## config.mk

```make
export PLATFORM = sky130hd
export DESIGN_NAME = mem_arbiter
export DESIGN_NICKNAME = d
export VERILOG_FILES = /design/src/rtl/mem_arbiter.sv
export SDC_FILE = /design/constraint.sdc
export NUM_CORES = 1
export LEC_CHECK = 0
export CORE_AREA = 2 2 106 108
export CTS_CLUSTER_SIZE = 24
export DETAILED_ROUTE_END_ITERATION = 10
export DIE_AREA = 0 0 108 110
export GPL_TIMING_DRIVEN = 0
export PLACE_DENSITY_LB_ADDON = 0.08
export SYNTH_ARGS = -nofsm -noshare
export SYNTH_HDL_FRONTEND = slang
export SYNTH_SLANG_ARGS = --single-unit
```

## constraint.sdc

```tcl
create_clock -name clk_i -period 3.4 [get_ports clk_i]
set_input_delay 0.34 -clock clk_i [delete_from_list [all_inputs] [get_ports clk_i]]
set_output_delay 0.34 -clock clk_i [all_outputs]
set_load 0.05 [all_outputs]
```

## src/rtl/mem_arbiter.sv

```systemverilog
// Arbiter that lets the fetch (imem) and load/store (dmem) requesters share one memory port,
// with one transaction in flight. Optional imem anti-starvation: MEM_ARBITER_FAIRNESS_EN.
module mem_arbiter #(
    parameter int ADDR_W       = 32,
    parameter int DATA_W       = 32,
    parameter int STARVE_LIMIT = 4
) (
    input  logic              clk_i,
    input  logic              reset_i,

    input  logic              imem_req_i,
    input  logic [ADDR_W-1:0] imem_addr_i,
    output logic              imem_gnt_o,
    output logic              imem_rvalid_o,
    output logic [DATA_W-1:0] imem_rdata_o,

    input  logic              dmem_req_i,
    input  logic              dmem_we_i,
    input  logic [ADDR_W-1:0] dmem_addr_i,
    input  logic [DATA_W-1:0] dmem_wdata_i,
    input  logic [1:0]        dmem_size_i,
    output logic              dmem_gnt_o,
    output logic              dmem_rvalid_o,
    output logic [DATA_W-1:0] dmem_rdata_o,

    output logic              mem_req_o,
    output logic              mem_we_o,
    output logic [ADDR_W-1:0] mem_addr_o,
    output logic [DATA_W-1:0] mem_wdata_o,
    output logic [1:0]        mem_size_o,
    input  logic              mem_gnt_i,
    input  logic              mem_rvalid_i,
    input  logic [DATA_W-1:0] mem_rdata_i
);

    localparam logic [1:0] MEM_ACCESS_SIZE_WORD = 2'b10;

    typedef enum logic [1:0] {
        IDLE,
        REQ,
        WAIT
    } state_t;

    state_t            state;
    state_t            state_next;

    logic              owner_dmem;
    logic              we_q;
    logic [ADDR_W-1:0] addr_q;
    logic [DATA_W-1:0] wdata_q;
    logic [1:0]        size_q;

    logic              gnt_imem;
    logic              gnt_dmem;
    logic              resp;
    logic              force_imem;

`ifdef MEM_ARBITER_FAIRNESS_EN
    localparam int CNT_W = $clog2(STARVE_LIMIT + 1);
    localparam logic [CNT_W-1:0] LIMIT = CNT_W'(STARVE_LIMIT);

    logic [CNT_W-1:0] starve_cnt;

    assign force_imem = (starve_cnt == LIMIT);

    // Counts dmem wins only while imem is actually waiting.
    always_ff @(posedge clk_i) begin
        if (reset_i) begin
            starve_cnt <= '0;
        end else if (gnt_imem) begin
            starve_cnt <= '0;
        end else if (gnt_dmem) begin
            if (!imem_req_i) begin
                starve_cnt <= '0;
            end else if (starve_cnt != LIMIT) begin
                starve_cnt <= starve_cnt + CNT_W'(1);
            end
        end
    end
`else
    assign force_imem = 1'b0;
`endif

    always_ff @(posedge clk_i) begin
        if (reset_i) begin
            state <= IDLE;
        end else begin
            state <= state_next;
        end
    end

    // Grants and responses are blanked while reset is asserted.
    always_comb begin
        state_next = state;
        gnt_imem   = 1'b0;
        gnt_dmem   = 1'b0;
        resp       = 1'b0;
        mem_req_o  = 1'b0;
        case (state)
            IDLE: begin
                if (!reset_i) begin
                    if (imem_req_i && (!dmem_req_i || force_imem)) begin
                        gnt_imem   = 1'b1;
                        state_next = REQ;
                    end else if (dmem_req_i) begin
                        gnt_dmem   = 1'b1;
                        state_next = REQ;
                    end
                end
            end
            REQ: begin
                mem_req_o = 1'b1;
                if (mem_gnt_i) begin
                    if (mem_rvalid_i) begin
                        resp       = !reset_i;
                        state_next = IDLE;
                    end else begin
                        state_next = WAIT;
                    end
                end
            end
            WAIT: begin
                if (mem_rvalid_i) begin
                    resp       = !reset_i;
                    state_next = IDLE;
                end
            end
            default: state_next = IDLE;
        endcase
    end

    always_ff @(posedge clk_i) begin
        if (reset_i) begin
            owner_dmem <= 1'b0;
            we_q       <= 1'b0;
            addr_q     <= '0;
            wdata_q    <= '0;
            size_q     <= '0;
        end else if (gnt_dmem) begin
            owner_dmem <= 1'b1;
            we_q       <= dmem_we_i;
            addr_q     <= dmem_addr_i;
            wdata_q    <= dmem_wdata_i;
            size_q     <= dmem_size_i;
        end else if (gnt_imem) begin
            owner_dmem <= 1'b0;
            we_q       <= 1'b0;
            addr_q     <= imem_addr_i;
            wdata_q    <= '0;
            size_q     <= MEM_ACCESS_SIZE_WORD;
        end
    end

    assign mem_we_o      = we_q;
    assign mem_addr_o    = addr_q;
    assign mem_wdata_o   = wdata_q;
    assign mem_size_o    = size_q;

    assign imem_gnt_o    = gnt_imem;
    assign dmem_gnt_o    = gnt_dmem;
    assign imem_rvalid_o = resp && !owner_dmem;
    assign dmem_rvalid_o = resp && owner_dmem;
    assign imem_rdata_o  = imem_rvalid_o ? mem_rdata_i : '0;
    assign dmem_rdata_o  = dmem_rvalid_o ? mem_rdata_i : '0;

endmodule

```

==> results.sh <==
export IMPL_fin_cells=868
export IMPL_cts_buffers=9
export IMPL_period_minus_slack_ps=3060
export IMPL_min_period_over_period_pct=90.0
export IMPL_place_ws_ps=342
export IMPL_syn_area_per_cell_sq_um=8.25
export IMPL_area_growth_pct=85.9
export IMPL_synth_ff_type="dfxtp_1"
export IMPL_die_w_um=108
export IMPL_cpMaxStageDelayCell="clkdlybuf4s50_1"
export IMPL_critPathBufInv=3
export IMPL_cp_depth=7
export IMPL_start_util_pct=33.9
export IMPL_postCtsHoldBufs=0
export IMPL_wire_per_inst_um=15.8
export IMPL_finalSetupViolCount=0
export IMPL_grt_usage_pct=21.9
export IMPL_n_fill_cell=959
export IMPL_wl_um=13700
export IMPL_yosysUniqueCellTypes=27
export IMPL_antenna_cells=0
export IMPL_required_ps=3060
export IMPL_rsz0062_at_grt="no"
export IMPL_max_clock_freq_ghz=0.327
export IMPL_critical_path_max_stage_delay_ps=810
export IMPL_tightest_slew_ps=735
export IMPL_gp_congestion=0.739
export IMPL_io_buffers=272
export IMPL_leakage_nw=2.49
export IMPL_firstDrtPassIters=4
export IMPL_relSlewSlack_pct=51.0
export IMPL_first_iter_violations=136
export IMPL_dp_cells=852
export IMPL_worstSkewPairLatency_ps=340
export IMPL_ys_seq_elements=70
export IMPL_min_path_cells=2
export IMPL_worstPathCellList="inv_1 -> ha_1 -> nand2_1 -> nor4b_4 -> buf_2 -> and2_1 -> clkdlybuf4s50_1"
export IMPL_fin_tns_setup_ps=0
export IMPL_cap_violations=0
export IMPL_cp_max_fo=10
export IMPL_gr_total_overflow=0
export IMPL_hold_class="reg2reg"
export IMPL_syn_inst=440
export IMPL_async_flop_share_pct=0
export IMPL_synth_edf_count=0
export IMPL_synth_seq_area_share_pct=38.6
export IMPL_critPathLaunchType="flip-flop"
export IMPL_path_clk_slew_ps=80
export IMPL_crit_path_end_kind="output port"
export IMPL_via_per_inst=4.79
export IMPL_dieArea_sq_mm=0.0119
export IMPL_clock_skew_ps=8.60
export IMPL_num_rows=38
export IMPL_dieHeight_um=110
export IMPL_yosysWarnings=0
export IMPL_status="finished clean"
export IMPL_grt_pass1_wl_um=20400
export IMPL_hold_slack_ps=471
export IMPL_multi_input_area_sq_mm=0.00197
export IMPL_final_nets=863
export IMPL_cp_arrival_ps=2720
export IMPL_cts_buffer_depth=2
export IMPL_postLayoutCoreUtil_pct=63.1
export IMPL_crit_type="reg2out"
export IMPL_antenna_left=0
export IMPL_drive_gt1_share_pct=11.1
export IMPL_critPathTopFamily="buffers and inverters"
export IMPL_place_hpwl_um=11000
export IMPL_cts_tree="done"
export IMPL_synth_area_sq_mm=0.00363
export IMPL_antenna_found_initial=0
export IMPL_vias=4161
export IMPL_cts_setup_buffers=0
export IMPL_postCtsResizedCells=0
export IMPL_grt_pass1_vias=4020
export IMPL_cts_root_buf="clkbuf_8"
export IMPL_core_sq_mm=0.0107
export IMPL_worstRegToRegCells=6
export IMPL_drcViolationCount=0
export IMPL_vdd_drop_max_uv=272
export IMPL_pin_count=273
export IMPL_finalHoldViolCount=0
export IMPL_powerDensity_mw_per_mm2=488
export IMPL_seq_area_sq_mm=0.00140
export IMPL_htree_levels=3
export IMPL_numClockSinks=70
export IMPL_drv_slew=0
export IMPL_grt_max_degree=14
export IMPL_final_setup_worst_slack_ps=339
export IMPL_synth_nets=580
==> final cells by class <==
cell class | count | share of cell area (%)
Buffer | 43 | 3.60
Clock buffer | 10 | 1.89
Clock inverter | 6 | 1.39
Inverter | 4 | 0.222
Multi-Input combinational cell | 323 | 29.2
Sequential cell | 70 | 20.8
Tap cell | 140 | 2.59
Timing Repair Buffer | 272 | 40.3
==> sequential cells by signal (all words and copies together), names as in the netlist <==
| register | flops |
|---|---|
| mem_size_o | 2 |
| owner_dmem | 1 |
| state | 2 |
| mem_we_o | 1 |
| mem_wdata_o | 32 |
| mem_addr_o | 32 |
==> per-stage QoR <==
step,instance area [sq um],total power [W]
floorplan,3630,0.00200
global placement,6530,0.00254
detailed placement,6530,0.00256
CTS,6750,0.00333
global route,6750,0.00346
finish,6750,0.00330
==> worst reg2reg max path, cell delays in order, from the launching register on <==
cell	delay, ps
dfxtp_1	360
inv_1	70
ha_1	270
nand2_1	210
clkbuf_1	390
nand2_1	140
a311oi_2	270
==> layout by cell type (no fill, tap or decap), types with 2 or more instances in the layout <==
| cell type | netlist | final |
|---|---|---|
| inv_6 | 0 | 2 |
| a311oi_1 | 2 | 2 |
| nor2b_1 | 2 | 2 |
| o21ai_1 | 6 | 6 |
| dfxtp_1 | 70 | 70 |
| a311oi_2 | 30 | 30 |
| nor2_1 | 3 | 3 |
| and2_1 | 65 | 65 |
| clkbuf_8 | 0 | 9 |
| buf_2 | 20 | 20 |
| nand2_1 | 102 | 102 |
| clkbuf_1 | 12 | 13 |
| buf_6 | 4 | 4 |
| mux2i_1 | 2 | 2 |
| buf_4 | 7 | 7 |
| nand3_1 | 8 | 8 |
| ha_1 | 3 | 3 |
| o21ai_0 | 21 | 21 |
| clkdlybuf4s50_1 | 0 | 272 |
| bufinv_16 | 0 | 2 |
| a21oi_1 | 68 | 68 |
| inv_1 | 4 | 4 |
| nand2b_1 | 3 | 3 |
==> per-layer routing <==
| metal | routed length [um] | vias to the layer above | global-route usage (%) |
|---|---|---|---|
| met5 | 0 | - | 0 |
| met4 | 78 | 0 | 4.95 |
| met3 | 1320 | 4 | 8.05 |
| met2 | 7340 | 175 | 43.3 |
| met1 | 4990 | 1911 | 21.6 |
| li1 | - | 2071 | - |
==> synth_stat cells, types with 2 or more instances <==
master      n  share of area (%)
clkbuf_1   12                1.2
buf_2      20                2.8
buf_6       4                1.2
nand2b_1    3               0.52
o21ai_1     6               0.83
mux2i_1     2               0.55
nand2_1   102                 11
nor2b_1     2               0.34
and2_1     65                 11
buf_4       7                1.4
dfxtp_1    70                 39
ha_1        3                1.0
o21ai_0    21                2.9
inv_1       4               0.41
a311oi_1    2               0.48
a311oi_2   30                 12
a21oi_1    68                9.4
nand3_1     8                1.1
nor2_1      3               0.31
==> worst paths after layout <==
path | from | slack, ps | endpoint
max reg2reg | state[0] | 1620 | mem_addr_o[6]
max | state[0] | 340 | dmem_rdata_o[24]
min | mem_wdata_o[23] | 470 | mem_wdata_o[23]
min reg2reg | mem_wdata_o[23] | 470 | mem_wdata_o[23]
==> power by group <==
part | total [W] | switching [W] | leakage (nW) | internal, W
clock | 0.000758 | 0.000337 | 0.107 | 0.000420
sequential | 0.00101 | 0.0000674 | 0.576 | 0.000944
combinational | 0.00153 | 0.000946 | 1.81 | 0.000581
==> cells by family after synthesis <==
family                   share of synthesized area (%)
AND/OR/NAND/NOR                                   26.2
AO/OA/AOI/OAI                                     26.5
flip-flops                                        38.6
buffers and inverters                             7.10
adder cells (fa/ha/maj)                           1.03
multiplexers                                     0.551
Note: power is estimated with default switching activity, not from simulation.
